File: config.mk
export PLATFORM = sky130hd
export DESIGN_NAME = instruction_encoder
export DESIGN_NICKNAME = d
export VERILOG_FILES = /design/src/rtl/riscv_isa_pkg.sv /design/src/rtl/instruction_fifo.sv /design/src/rtl/instruction_encoder.sv
export SDC_FILE = /design/constraint.sdc
export NUM_CORES = 1
export LEC_CHECK = 0
export CORE_MARGIN = 5
export CORE_UTILIZATION = 48
export CTS_CLUSTER_SIZE = 14
export DETAILED_ROUTE_END_ITERATION = 6
export GPL_ROUTABILITY_DRIVEN = 1
export PLACE_DENSITY = 0.78
export SLEW_MARGIN = 20
export SYNTH_ARGS = -nofsm -noshare
export SYNTH_HDL_FRONTEND = slang
export SYNTH_HIERARCHICAL = 1
export SYNTH_SLANG_ARGS = --single-unit
File: constraint.sdc
create_clock -name clock -period 5.7 [get_ports clock]
set_clock_uncertainty 0.2 [all_clocks]
set_input_delay 1.14 -clock clock [delete_from_list [all_inputs] [get_ports clock]]
set_output_delay 1.14 -clock clock [all_outputs]
set_load 0.01 [all_outputs]
File: src/rtl/riscv_isa_pkg.sv
// RV32I constants shared by the encoder and the decode stage so both ends agree
// on opcodes, instruction classes, formats and immediate ranges.
package riscv_isa_pkg;

    localparam logic [6:0] OPC_BRANCH = 7'h63;
    localparam logic [6:0] OPC_JALR   = 7'h67;
    localparam logic [6:0] OPC_JAL    = 7'h6F;
    localparam logic [6:0] OPC_LUI    = 7'h37;
    localparam logic [6:0] OPC_AUIPC  = 7'h17;
    localparam logic [6:0] OPC_OP_IMM = 7'h13;
    localparam logic [6:0] OPC_OP     = 7'h33;
    localparam logic [6:0] OPC_LOAD   = 7'h03;
    localparam logic [6:0] OPC_STORE  = 7'h23;
    localparam logic [6:0] OPC_FENCE  = 7'h0F;

    localparam logic [31:0] NOP_WORD = 32'h0000_0013;

    typedef enum logic [3:0] {
        CLS_BRANCH = 4'd0,
        CLS_JALR   = 4'd1,
        CLS_JAL    = 4'd2,
        CLS_LUI    = 4'd3,
        CLS_AUIPC  = 4'd4,
        CLS_OP_IMM = 4'd5,
        CLS_OP     = 4'd6,
        CLS_LOAD   = 4'd7,
        CLS_STORE  = 4'd8,
        CLS_FENCE  = 4'd9
    } class_sel_e;

    typedef enum logic [2:0] {
        FMT_R, FMT_I, FMT_S, FMT_B, FMT_U, FMT_J
    } fmt_e;

    localparam int unsigned IMM_W_I = 12;
    localparam int unsigned IMM_W_B = 13;
    localparam int unsigned IMM_W_J = 21;

    // True when imm is representable as a signed value of width w.
    function automatic logic imm_fits(input logic [31:0] imm, input int unsigned w);
        logic [31:0] upper;
        upper = $signed(imm) >>> (w - 1);
        return (upper == '0) || (upper == '1);
    endfunction

endpackage

File: src/rtl/instruction_fifo.sv
// Generic valid/ready FIFO; head data reads as zero while empty.
module instruction_fifo #(
    parameter int FIFO_DEPTH = 2,
    parameter int WIDTH      = 33
) (
    input  logic             clock,
    input  logic             reset_n,
    input  logic             push_valid,
    output logic             push_ready,
    input  logic [WIDTH-1:0] push_data,
    output logic             pop_valid,
    input  logic             pop_ready,
    output logic [WIDTH-1:0] pop_data
);
    localparam int PTR_W = $clog2(FIFO_DEPTH);

    logic [WIDTH-1:0] mem [FIFO_DEPTH];
    logic [PTR_W:0]   wr_ptr;
    logic [PTR_W:0]   rd_ptr;
    logic             full;
    logic             do_push;
    logic             do_pop;

    assign full       = (wr_ptr == {~rd_ptr[PTR_W], rd_ptr[PTR_W-1:0]});
    assign pop_valid  = (wr_ptr != rd_ptr);
    assign push_ready = reset_n & ~full;
    assign do_push    = push_valid & push_ready;
    assign do_pop     = pop_valid & pop_ready;
    assign pop_data   = pop_valid ? mem[rd_ptr[PTR_W-1:0]] : '0;

    always_ff @(posedge clock) begin
        if (!reset_n) begin
            wr_ptr <= '0;
            rd_ptr <= '0;
        end else begin
            if (do_push) wr_ptr <= wr_ptr + 1'b1;
            if (do_pop)  rd_ptr <= rd_ptr + 1'b1;
        end
    end

    // push_ready already carries reset_n, so storage needs no reset.
    always_ff @(posedge clock) begin
        if (do_push) mem[wr_ptr[PTR_W-1:0]] <= push_data;
    end

endmodule

File: src/rtl/instruction_encoder.sv
// Packs RV32I instruction fields into a 32-bit word, flags illegal immediates or
// classes, and buffers the result in a small output FIFO with emit/error counters.
module instruction_encoder
    import riscv_isa_pkg::*;
#(
    parameter int FIFO_DEPTH  = 2,
    parameter int COUNT_WIDTH = 16
) (
    input  logic                   clock,
    input  logic                   reset_n,
    input  logic                   in_valid,
    output logic                   in_ready,
    input  logic [3:0]             class_select,
    input  logic [4:0]             rd,
    input  logic [4:0]             rs1,
    input  logic [4:0]             rs2,
    input  logic [2:0]             funct3,
    input  logic [6:0]             funct7,
    input  logic [31:0]            immediate,
    output logic                   out_valid,
    input  logic                   out_ready,
    output logic [31:0]            instruction,
    output logic                   error,
    output logic [COUNT_WIDTH-1:0] emitted_count,
    output logic [7:0]             error_count
);
    logic [6:0]  opcode;
    fmt_e        fmt;
    logic        class_bad;
    logic        imm_bad;
    logic [31:0] packed_word;
    logic [31:0] enc_word;
    logic        enc_error;
    logic [31:0] imm;

    assign imm = immediate;

    always_comb begin
        opcode    = OPC_OP_IMM;
        fmt       = FMT_I;
        class_bad = 1'b0;
        case (class_sel_e'(class_select))
            CLS_BRANCH: begin opcode = OPC_BRANCH; fmt = FMT_B; end
            CLS_JALR:   begin opcode = OPC_JALR;   fmt = FMT_I; end
            CLS_JAL:    begin opcode = OPC_JAL;    fmt = FMT_J; end
            CLS_LUI:    begin opcode = OPC_LUI;    fmt = FMT_U; end
            CLS_AUIPC:  begin opcode = OPC_AUIPC;  fmt = FMT_U; end
            CLS_OP_IMM: begin opcode = OPC_OP_IMM; fmt = FMT_I; end
            CLS_OP:     begin opcode = OPC_OP;     fmt = FMT_R; end
            CLS_LOAD:   begin opcode = OPC_LOAD;   fmt = FMT_I; end
            CLS_STORE:  begin opcode = OPC_STORE;  fmt = FMT_S; end
            CLS_FENCE:  begin opcode = OPC_FENCE;  fmt = FMT_I; end
            default:    class_bad = 1'b1;
        endcase
    end

    always_comb begin
        imm_bad     = 1'b0;
        packed_word = '0;
        case (fmt)
            FMT_R: packed_word = {funct7, rs2, rs1, funct3, rd, opcode};
            FMT_I: begin
                packed_word = {imm[11:0], rs1, funct3, rd, opcode};
                imm_bad     = ~imm_fits(imm, IMM_W_I);
            end
            FMT_S: begin
                packed_word = {imm[11:5], rs2, rs1, funct3, imm[4:0], opcode};
                imm_bad     = ~imm_fits(imm, IMM_W_I);
            end
            FMT_B: begin
                packed_word = {imm[12], imm[10:5], rs2, rs1, funct3, imm[4:1], imm[11], opcode};
                imm_bad     = imm[0] | ~imm_fits(imm, IMM_W_B);
            end
            FMT_U: begin
                packed_word = {imm[31:12], rd, opcode};
                imm_bad     = |imm[11:0];
            end
            FMT_J: begin
                packed_word = {imm[20], imm[10:1], imm[11], imm[19:12], rd, opcode};
                imm_bad     = imm[0] | ~imm_fits(imm, IMM_W_J);
            end
            default: packed_word = '0;
        endcase
    end

    // An unknown class overrides everything with a NOP so downstream never sees garbage.
    assign enc_word  = class_bad ? NOP_WORD : packed_word;
    assign enc_error = class_bad | imm_bad;

    instruction_fifo #(
        .FIFO_DEPTH (FIFO_DEPTH),
        .WIDTH      (33)
    ) u_fifo (
        .clock      (clock),
        .reset_n    (reset_n),
        .push_valid (in_valid),
        .push_ready (in_ready),
        .push_data  ({enc_error, enc_word}),
        .pop_valid  (out_valid),
        .pop_ready  (out_ready),
        .pop_data   ({error, instruction})
    );

    always_ff @(posedge clock) begin
        if (!reset_n) begin
            emitted_count <= '0;
            error_count   <= '0;
        end else if (out_valid && out_ready) begin
            emitted_count <= emitted_count + COUNT_WIDTH'(1);
            if (error && error_count != 8'hFF) error_count <= error_count + 8'd1;
        end
    end

endmodule

* Word level (Yosys, flattened, before mapping)
Memories as Yosys holds them, arrays and structs flattened. A register that Yosys moved wholly into a read port is not among the register bits.
Index checks and enable logic that the tools add are counted.
** Cells by class
- Multiplexer cells :: 11
- Shift operators :: 0
- Bitwise logic cells :: 11
- $lt $le $gt $ge :: 0
- Reduce and logical (&&, ||, !) cells :: 15
- Equal/unequal tests :: 20
- Div/mod/pow operators :: 0
- Multipliers :: 0
- $add $sub $neg :: 4
** Operators with widths (count)
- $pmux 32 s6 :: 1
- $eq 32x32->1 const B :: 3
- $logic_not 32->1 :: 3
- $pmux 7 s9 :: 1
- $mux 33 :: 1
- $mux 32 :: 1
- $add 16x1->16 const B :: 1
- $eq 4x3->1 const B :: 4
- $pmux 3 s5 :: 1
- $reduce_or 12->1 :: 1
- $reduce_or 10->1 :: 1
- $add 8x1->8 const B :: 1
- $eq 4x2->1 const B :: 2
- $eq 4x4->1 const B :: 2
- $ne 8x8->1 const B :: 1
- $eq 3x2->1 const B :: 2
- $eq 3x3->1 const B :: 2
- $mux 1 :: 5
- $not 1->1 :: 5
- $add 2x1->2 const B :: 2
- $eq 4x1->1 const B :: 1
- $logic_not 4->1 :: 1
- $pmux 1 s4 :: 1
- $reduce_or 2->1 :: 2
- 9 further kinds :: 16
** Word-level totals
- Bits in latches :: 0
- ROM bits :: 0
- Memory bits (writable) :: 66
- Flip-flop bits (word level) :: 28
- Logic and storage cells :: 66
- Output and inout bits :: 59
- Memories :: 1
** Memories
- u_fifo.mem :: words 2, width 33, read ports 1, clocked after memory_dff 1, wr ports 1, line instruction_fifo.sv:17 : logic [WIDTH-1:0] mem [FIFO_DEPTH];

* Longest topological paths before layout
Gate-level depths: netlist (run 1).
- Depth after elaboration :: 7
- Mapped depth :: 12

* Hierarchy
Netlist (run 1), hierarchy kept.
** By module, submodules not included
- instruction_fifo :: instances 1, sequential area each 2082.0 sq um, area each 2865.2 sq um, cells an instance 176
- instruction_encoder :: instances 1, sequential area each 480.5 sq um, area each 2269.7 sq um, cells an instance 304

* Least setup slack after synthesis (run 1)
No wires, ideal clock.
- Path type :: input to register
- Start point :: in in_valid
- End point :: mem u_fifo.mem[1][0], enable pin
- Required time :: 5.027 ns
- Arrival :: 3.716 ns
- Stages :: 2
- Slack :: 1.311 ns
- Cells stage by stage :: nand2_1 > a211oi_1
** Between the ends
- Cells in the longest elaborated chain, start to end :: 3
** RTL lines
- start, declared :: line instruction_encoder.sv:11 : input logic in_valid,
- $and 1x1->1 :: line instruction_fifo.sv:27 : assign do_push = push_valid & push_ready;
- $mux 1 :: line instruction_fifo.sv:43 : if (do_push) mem[wr_ptr[PTR_W-1:0]] <= push_data;
- $mux 1 (not written as such) :: line instruction_fifo.sv:43
- end, declared :: line instruction_fifo.sv:17
No other way between the ends.

* Worst setup path in the final report (run 1)
- Start point :: in reset_n
- End point :: out in_ready
** Between the ends
- Cells in the longest elaborated chain, start to end :: 1
** RTL lines
- start, declared :: line instruction_encoder.sv:10 : input logic reset_n,
- $and 1x1->1 :: line instruction_fifo.sv:26 : assign push_ready = reset_n & ~full;
- end, declared :: line instruction_encoder.sv:12 : output logic in_ready,
No other way between the ends.

==> results.cfg, run 1 <==
[synthesis]
async_reset_ff_share_pct = 0
synth_edf_count = 66
synth_top_area_cell = edfxtp_1
ys_top_cells_by_area = edfxtp_1, dfxtp_1, mux2i_1, nor2_1, and2_1
yosys.cell_types.count = 59
syn_area_per_cell_um2 = 10.7
ys_seq_area_share_pct = 49.9
synthCells = 480
synth_warnings = 6
synth_top_area_share_pct = 38.6
mappedNetlistArea_mm2 = 0.00513
synth-seq-cells = 95
synthFlopType = edfxtp_1

[clocking]
insertion_delay_ps = 350
post_cts_buffers = 0
ctsHtreeMaxLevel = 3
ctsResizeCount = 0
cts_buffer_depth = 2
cts_buffers = 9
cts_tree = done
clock_sinks = 95
clkTransAtPathRegs_ps = 100
root_buffer = clkbuf_8
hold_buffers = 0

[worst_setup_path]
crit_top_cell = clkdlybuf4s50_1
startpoint_type = input port
path_cells = clkdlybuf4s50_1, a21boi_0, clkdlybuf4s50_1
crit_required_ps = 4360
r2r_setup_slack_ps = 2620
end_kind = output port
critPathMaxFanout = 30
cp.arrival_ps = 2930
critical-path-slowest-cell = clkdlybuf4s50_1
critPathBufInv = 2
critPathKind = input port to output port
max_stage_delay_ps = 960
path_delay_family = buffers and inverters

[grt]
antenna_found_initial = 0
grt-ovfl-total = 0
grt_max_degree = 35
grt_pass1_wl_mm = 20.0
grt_pass1_vias = 4093
grtUsageTotal_pct = 19.2

[placement]
placed_area_mm2 = 0.00642
place_ws_ps = 1390
numPortBuffers = 123
dp_hpwl_mm = 8.97
dp_cells = 718
gp_congestion = 0.917

[final_layout]
final_net_count = 660
fin_area_mm2 = 0.00661
drive_gt1_share_pct = 7.19
most-common-layout-cells = clkdlybuf4s50_1, edfxtp_1, mux2i_1
area_delta_synth_final_pct = 28.7
layout_commonest_cell = clkdlybuf4s50_1
n_antenna_cell = 0
stdcell_count = 734

[drt]
viasPerCell = 5.59
wl_per_cell_um = 16.7
drc = 0
dr.pass1.iters = 5
antenna_left = 0
drtIter0Drc = 345
vias = 4100
drt-total-wl_mm = 12.2

[power]
vdd_drop_max_mv = 0.138
powerDensity_mw_per_mm2 = 240
p_leak_uw = 0.00230
power_switching_uw = 446
pwr-share-comb_pct = 23.8
pwr-share-clk_pct = 26.1
pwr-share-seq_pct = 50.1
p_int_uw = 1140
power.share.switching_pct = 28.1

[timing]
worst_slew_pin_slew_ps = 1100
setup_ws_ps = 1430
period_share_pct = 75.0
max_slew_margin_pct = 26.6
final.setup.tns_ps = 0
hold_viol = 0
clock.fmax_mhz = 234
period_minus_slack_ps = 4270
finalSetupViolations = 0
maxSlewViolCount = 0
rsz0062_at_grt = false

[die]
row_count = 37
initial_utilization_pct = 49.5
dieWidth_um = 113
core_area_mm2 = 0.0104
die_y_um = 113
ios = 124
fp.dieArea_mm2 = 0.0129

[flow_run]
drv_cap = 0

[hold_path]
hp-class = flop to flop

[outcome]
status = complete, no violations
-- routing by layer --
metal / vias to the layer above / GRT usage (%) / part of all wire (%)
li1: 1975 / - / -
met1: 1939 / 24.2 / 42
met2: 167 / 33.1 / 49
met3: 19 / 3.93 / 7.1
met4: 0 / 5.93 / 1.7
met5: - / 0 / 0
-- cells by family (layout without fill, tap and decap cells) --
family	count (synthesis)	count (layout)	synth area share, %
fa+ha+maj	2	2	0.487
mux	56	56	10.9
compound gates	89	89	11.5
buf+inv	37	152	4.12
simple gates	178	178	19.3
other cells	1	4	0.0730
flops	95	95	49.9
xor+xnor	22	22	3.75
-- power by group through the flow --
| stage | combinational, µW | clock (µW) | sequential, µW |
|---|---|---|---|
| 3_5_place_dp | 381 | 0 | 812 |
| 4_1_cts | 382 | 426 | 796 |
| 6_report | 378 | 415 | 796 |
| 2_1_floorplan | 224 | 0 | 798 |
| 5_1_grt | 409 | 452 | 800 |
| 3_3_place_gp | 376 | 0 | 810 |
-- worst reg2reg max path, stage by stage (launching register included) --
cell	delay [ps]
dfxtp_1	530
xnor2_1	180
and2_2	810
inv_1	200
and2_1	330
nand4_1	310
nor3_1	120
xnor2_1	140
and2_1	170
-- flip-flops by register name, indices dropped and copies added (netlist names), named ones only --
name,count
u_fifo/wr_ptr,2
emitted_count,16
error_count,8
u_fifo/rd_ptr,2
u_fifo/mem,66
-- stage by stage --
stage,hold slack (ps),power (µW),util [%]
floorplan,318,1020,-
global placement,298,1190,61.9
detailed placement,311,1190,61.9
CTS,325,1600,63.7
global route,391,1660,63.7
finish,321,1590,63.7
-- synth_stat cells (6+ instances only) --
master,number
a21oi_1,18
a31oi_1,10
and2_1,23
and3_1,6
buf_2,12
clkbuf_1,8
dfxtp_1,29
edfxtp_1,66
inv_1,8
mux2i_1,56
nand2_1,27
nand3_1,7
nand4_1,13
nor2_1,53
nor2_4,9
nor2b_1,6
nor3_1,6
nor4_1,6
o21ai_0,19
xnor2_1,15
xor2_1,7
-- final timing paths --
| check | end | cells past startpoint | startpoint |
|---|---|---|---|
| setup / recovery | in_ready | 3 | reset_n |
| setup reg to reg | emitted_count[10]$_SDFFE_PN0P_ | 8 | u_fifo/rd_ptr[0]$_SDFFE_PN0P_ |
| hold / removal | emitted_count[9]$_SDFFE_PN0P_ | 2 | emitted_count[9]$_SDFFE_PN0P_ |
| hold reg to reg | emitted_count[9]$_SDFFE_PN0P_ | 2 | emitted_count[9]$_SDFFE_PN0P_ |
-- area by class of cell --
cell class / count / area [µm²]
clock buffers: 9 / 124
clock inverters: 7 / 60.1
fillers: 845 / 3760
inverters: 8 / 30.0
multi-input cells: 351 / 2390
flip-flops and latches: 95 / 2560
well taps: 136 / 170
repair buffers: 128 / 1270
Note: power is estimated with default switching activity, not from simulation.
==> run 2, diff against run 1 <==
==> constraint.sdc (replaced) <==
create_clock -name clock -period 4.3 [get_ports clock]
set_clock_uncertainty 0.2 [all_clocks]
set_input_delay 0.86 -clock clock [delete_from_list [all_inputs] [get_ports clock]]
set_output_delay 0.86 -clock clock [all_outputs]
set_load 0.01 [all_outputs]
==> run 2 against run 1 <==
  * Register-to-register slack got worse by 1200 ps
  * Final cell count increased by 0.68%
  * Sequential power grew 32%
  * Sequential share of layout area decreased by 0.24 points
  * Power grew 33%
  * Via count rose by 0.17%
  * Non-clock buffer count rose by 5
  * Global-route usage decreased by 0.52 points
  * Hold slack improved by 12 ps
  * Clock-buffer cell count rose by 1
  * First-iteration DRC count decreased by 5.5%
  * Routed wire length fell by 0.72%
==> results.cfg, run 2 (synthesis results as in run 1) <==
[outcome]
status = complete, no violations

[timing]
rsz0062_at_grt = false
period_minus_slack_ps = 3690
max_slew_margin_pct = 52.8
final.setup.tns_ps = 0
clock.fmax_mhz = 271
period_share_pct = 85.8
hold_viol = 0
maxSlewViolCount = 0
worst_slew_pin_slew_ps = 708
finalSetupViolations = 0

[grt]
grt-ovfl-total = 0
grtUsageTotal_pct = 18.6
antenna_found_initial = 0
grt_max_degree = 34
grt_pass1_vias = 3895
grt_pass1_wl_mm = 19.3

[worst_setup_path]
r2r_cells = 7
path_delay_family = buffers and inverters
r2r_setup_slack_ps = 1420
r2r_end = emitted_count[8]$_SDFFE_PN0P_
critPathLaunch = u_fifo/rd_ptr[0]$_SDFFE_PN0P_
crit_required_ps = 3240
path_cells = xnor2_1, and2_2, buf_4, nor2_4, clkdlybuf4s50_1
max_stage_delay_ps = 640
end_kind = output port
startpoint_type = flop
critPathBufInv = 2
critPathMaxFanout = 29
critical-path-slowest-cell = and2_2
cp.arrival_ps = 2630
r2r-start = u_fifo/rd_ptr[0]$_SDFFE_PN0P_
critPathKind = flop to output port

[drt]
wl_per_cell_um = 16.5
vias = 4107
drtIter0Drc = 326
viasPerCell = 5.56
antenna_left = 0
drt-total-wl_mm = 12.2
drc = 0
dr.pass1.iters = 5

[die]
row_count = 37
ios = 124
die_y_um = 113
fp.dieArea_mm2 = 0.0129
core_area_mm2 = 0.0104
initial_utilization_pct = 49.5
dieWidth_um = 113

[final_layout]
final_net_count = 665
largest_reg_flops = 66
fill_cells = 823
drive_gt1_share_pct = 7.96
most-common-layout-cells = clkdlybuf4s50_1, edfxtp_1, mux2i_1
layout_commonest_cell = clkdlybuf4s50_1
area_delta_synth_final_pct = 29.5
fin_area_mm2 = 0.00665
n_antenna_cell = 0

[power]
vdd_drop_max_mv = 0.170
powerDensity_mw_per_mm2 = 319
p_leak_uw = 0.00232

[placement]
placed_area_mm2 = 0.00646
numPortBuffers = 123
dp_hpwl_mm = 9.13
gp_congestion = 0.947

[clocking]
post_cts_buffers = 0
clkTransAtPathRegs_ps = 100
cts_buffer_depth = 2
ctsResizeCount = 0
clock_sinks = 95
ctsHtreeMaxLevel = 3
cts_tree = done
insertion_delay_ps = 370
hold_buffers = 0
root_buffer = clkbuf_8
cts_buffers = 9

[hold_path]
hold_depth = 2
hp-class = flop to flop
holdPathEnd = emitted_count[9]$_SDFFE_PN0P_
hp-start = emitted_count[9]$_SDFFE_PN0P_

[flow_run]
drv_cap = 0
[run 2: cell types whose count changed in the layout (fill, tap and decap cells not counted)]
cell | previous run | this run
clkinv_2 | 2 | 0
inv_4 | 1 | 2
buf_4 | 5 | 10
inv_8 | 0 | 1
clkinv_4 | 1 | 2
inv_6 | 2 | 1
clkbuf_8 | 9 | 10
bufinv_8 | 1 | 0
[run 2: where the power goes]
part	switching (µW)	total, µW	internal (µW)	leakage [µW]
Clock	321	556	235	0.0000996
Combinational	261	515	253	0.00137
Sequential	25.6	1050	1020	0.000847
[run 2: worst max-delay path by stage]
stage | to | slack, ps | cells after the start
2_1_floorplan | u_fifo/mem[1][0]$_DFFE_PP_ | 190 | 2
3_3_place_gp | in_ready | 890 | 4
3_5_place_dp | in_ready | 900 | 4
4_1_cts | instruction[27] | 590 | 5
5_1_grt | instruction[26] | 450 | 5
6_report | instruction[26] | 610 | 5
[run 2: worst register-to-register path: stages (launching register included)]
cell,delay [ps]
dfxtp_1,540
xnor2_1,150
and2_2,420
inv_1,210
and2_1,350
nand4_1,310
or3_1,430
a21boi_0,190
[run 2: per-stage QoR]
step | total power, µW | instances | hold slack (ps) | setup WS [ps] | utilization (%)
6_report | 2120 | 739 | 333 | 609 | 64.1
5_1_grt | 2210 | 739 | 388 | 451 | 64.1
4_1_cts | 2130 | 739 | 336 | 586 | 64.1
3_5_place_dp | 1590 | 723 | 320 | 901 | 62.3
3_3_place_gp | 1580 | 723 | 285 | 894 | 62.3
2_1_floorplan | 1350 | 483 | 318 | 191 | -
[run 2: cell type report]
| cell class | instances | area (µm²) | area share, % |
|---|---|---|---|
| inverter | 8 | 30.0 | 0.452 |
| timing repair buffer | 133 | 1310 | 19.6 |
| tap | 136 | 170 | 2.56 |
| clock inverter | 6 | 50.0 | 0.753 |
| clock buffer | 10 | 138 | 2.07 |
| sequential | 95 | 2560 | 38.6 |
| multi-input combinational | 351 | 2390 | 36.0 |
[run 2: layer usage]
metal	wire length [µm]	global-route usage, %	vias to the layer above
li1	-	-	2002
met1	5230	24.3	1932
met2	5820	30.5	156
met3	898	4.88	17
met4	215	5.77	0
met5	0	0	-
==> run 3, diff against run 2 <==
--- a/config.mk
+++ b/config.mk
@@ -5,7 +5,7 @@
 export SDC_FILE = /design/constraint.sdc
 export NUM_CORES = 1
 export LEC_CHECK = 0
-export CORE_MARGIN = 5
+export CORE_MARGIN = 10
 export CORE_UTILIZATION = 48
 export CTS_CLUSTER_SIZE = 14
 export DETAILED_ROUTE_END_ITERATION = 6
==> run 3 against run 2 <==
  * Routed wire length is 7.7% higher
  * First-iteration DRC count is 4.6% higher
  * Non-clock buffer count stayed put
  * Final area hardly changed
  * Register-to-register slack better by 50 ps
  * Clock-buffer cell count stayed put
  * Utilization hardly changed
  * Largest cell class unchanged
  * Largest power group unchanged
==> results.cfg, run 3 (synthesis results as in run 1) <==
[outcome]
status = complete, no violations

[clocking]
ctsResizeCount = 0
cts_buffer_depth = 2
clock_sinks = 95
clkTransAtPathRegs_ps = 100
post_cts_buffers = 0
ctsHtreeMaxLevel = 3
root_buffer = clkbuf_8
cts_tree = done
insertion_delay_ps = 370
cts_buffers = 9
hold_buffers = 0

[die]
initial_utilization_pct = 49.5
row_count = 37
fp.dieArea_mm2 = 0.0152
ios = 124
core_area_mm2 = 0.0104
dieWidth_um = 123
die_y_um = 123

[worst_setup_path]
critPathBufInv = 2
startpoint_type = flop
crit_required_ps = 3240
r2r_end = emitted_count[8]$_SDFFE_PN0P_
r2r_setup_slack_ps = 1470
critPathKind = flop to output port
r2r_cells = 7
cp.arrival_ps = 2630
path_cells = xnor2_1, and2_2, buf_4, nor2_4, clkdlybuf4s50_1
r2r-start = u_fifo/rd_ptr[0]$_SDFFE_PN0P_
path_delay_family = buffers and inverters
critPathMaxFanout = 26
max_stage_delay_ps = 550
end_kind = output port
critical-path-slowest-cell = dfxtp_1

[timing]
period_share_pct = 85.7
worst_slew_pin_slew_ps = 615
clock.fmax_mhz = 271
rsz0062_at_grt = false
holdWs_ps = 319
finalSetupViolations = 0
maxSlewViolCount = 0
hold_viol = 0
period_minus_slack_ps = 3690
max_slew_margin_pct = 58.9
final.setup.tns_ps = 0

[grt]
grt_pass1_vias = 4109
gr-usage-met1_pct = 21.4
antenna_found_initial = 0
grt-ovfl-total = 0
use_met3_pct = 4.97
grt_pass1_wl_mm = 20.9
grt_util_met2_pct = 28.3
grtUsageTotal_pct = 17.3
busiest_layer = met2
grt_max_degree = 34

[placement]
dp_hpwl_mm = 10.0
gp_congestion = 0.931
placed_area_mm2 = 0.00646
numPortBuffers = 123

[power]
pwr-share-seq_pct = 49.2
p_int_uw = 1510
powerDensity_mw_per_mm2 = 320
p_leak_uw = 0.00232
pwr-share-comb_pct = 24.4
pwr-share-clk_pct = 26.4
power_switching_uw = 619
power.share.switching_pct = 29.0
vdd_drop_max_mv = 0.155

[drt]
drt-total-wl_mm = 13.1
wl_per_cell_um = 17.7
dr.pass1.iters = 5
vias = 4097
drtIter0Drc = 341
viasPerCell = 5.54
drc = 0
antenna_left = 0

[flow_run]
drv_cap = 0

[final_layout]
final_net_count = 665
fill_cells = 822
fin_area_mm2 = 0.00665
most-common-layout-cells = clkdlybuf4s50_1, edfxtp_1, mux2i_1
largest_reg_flops = 66
layout_commonest_cell = clkdlybuf4s50_1
n_antenna_cell = 0
area_delta_synth_final_pct = 29.5
drive_gt1_share_pct = 7.96
utilization_pct = 64.1

[hold_path]
hp-class = flop to flop
hp-start = emitted_count[9]$_SDFFE_PN0P_
hold_depth = 2
holdPathEnd = emitted_count[9]$_SDFFE_PN0P_
==> run 3: cell count changes in the layout (fill, tap and decap cells not counted) <==
cell	previous run	this run
inv_4	2	1
clkinv_4	2	1
inv_6	1	2
clkinv_2	0	1
==> run 3: power by group through the flow <==
stage / combinational (µW) / clock, µW / sequential (µW)
after global placement: 518 / 0 / 1070
after global routing: 565 / 609 / 1050
after floorplan: 297 / 0 / 1060
after CTS: 526 / 574 / 1050
final: 520 / 562 / 1050
after detailed placement: 524 / 0 / 1070
==> run 3: worst max path at each step <==
stage	startpoint	end	cells past startpoint
global placement	reset_n	in_ready	4
global route	u_fifo/rd_ptr[0]$_SDFFE_PN0P_	instruction[27]	5
detailed placement	class_select[1]	u_fifo/mem[1][23]$_DFFE_PP_	6
floorplan	in_valid	u_fifo/mem[1][0]$_DFFE_PP_	2
CTS	u_fifo/rd_ptr[0]$_SDFFE_PN0P_	instruction[27]	5
finish	u_fifo/rd_ptr[0]$_SDFFE_PN0P_	instruction[27]	5
==> run 3: cell type report <==
| type | instances | area, µm² | share of cell area, % |
|---|---|---|---|
| well taps | 136 | 170 | 2.56 |
| multi-input cells | 351 | 2390 | 36.0 |
| flip-flops and latches | 95 | 2560 | 38.6 |
| clock buffers | 10 | 138 | 2.07 |
| repair buffers | 133 | 1310 | 19.6 |
| inverters | 8 | 30.0 | 0.452 |
| clock inverters | 6 | 48.8 | 0.734 |
==> run 3: worst register-to-register path, delay by kind of cell (launching register included) <==
| kind | cells | cell delay [ps] |
|---|---|---|
| and+or+nand+nor | 4 | 1470 |
| DFF | 1 | 550 |
| buffers and inverters | 1 | 190 |
| AOI/OAI and AO/OA | 1 | 180 |
| xor gates and xnor gates | 1 | 160 |
==> run 3: metrics by stage <==
| step | setup WS [ps] | cells | power [µW] |
|---|---|---|---|
| 2_1_floorplan | 191 | 483 | 1350 |
| 3_3_place_gp | 909 | 723 | 1580 |
| 3_5_place_dp | 867 | 723 | 1590 |
| 4_1_cts | 612 | 739 | 2150 |
| 5_1_grt | 480 | 739 | 2230 |
| 6_report | 615 | 739 | 2130 |
==> run 3: metal layers <==
metal,up-vias,wire (µm)
li1,1989,-
met4,0,226
met1,1947,5550
met2,144,6170
met5,-,0
met3,17,1140
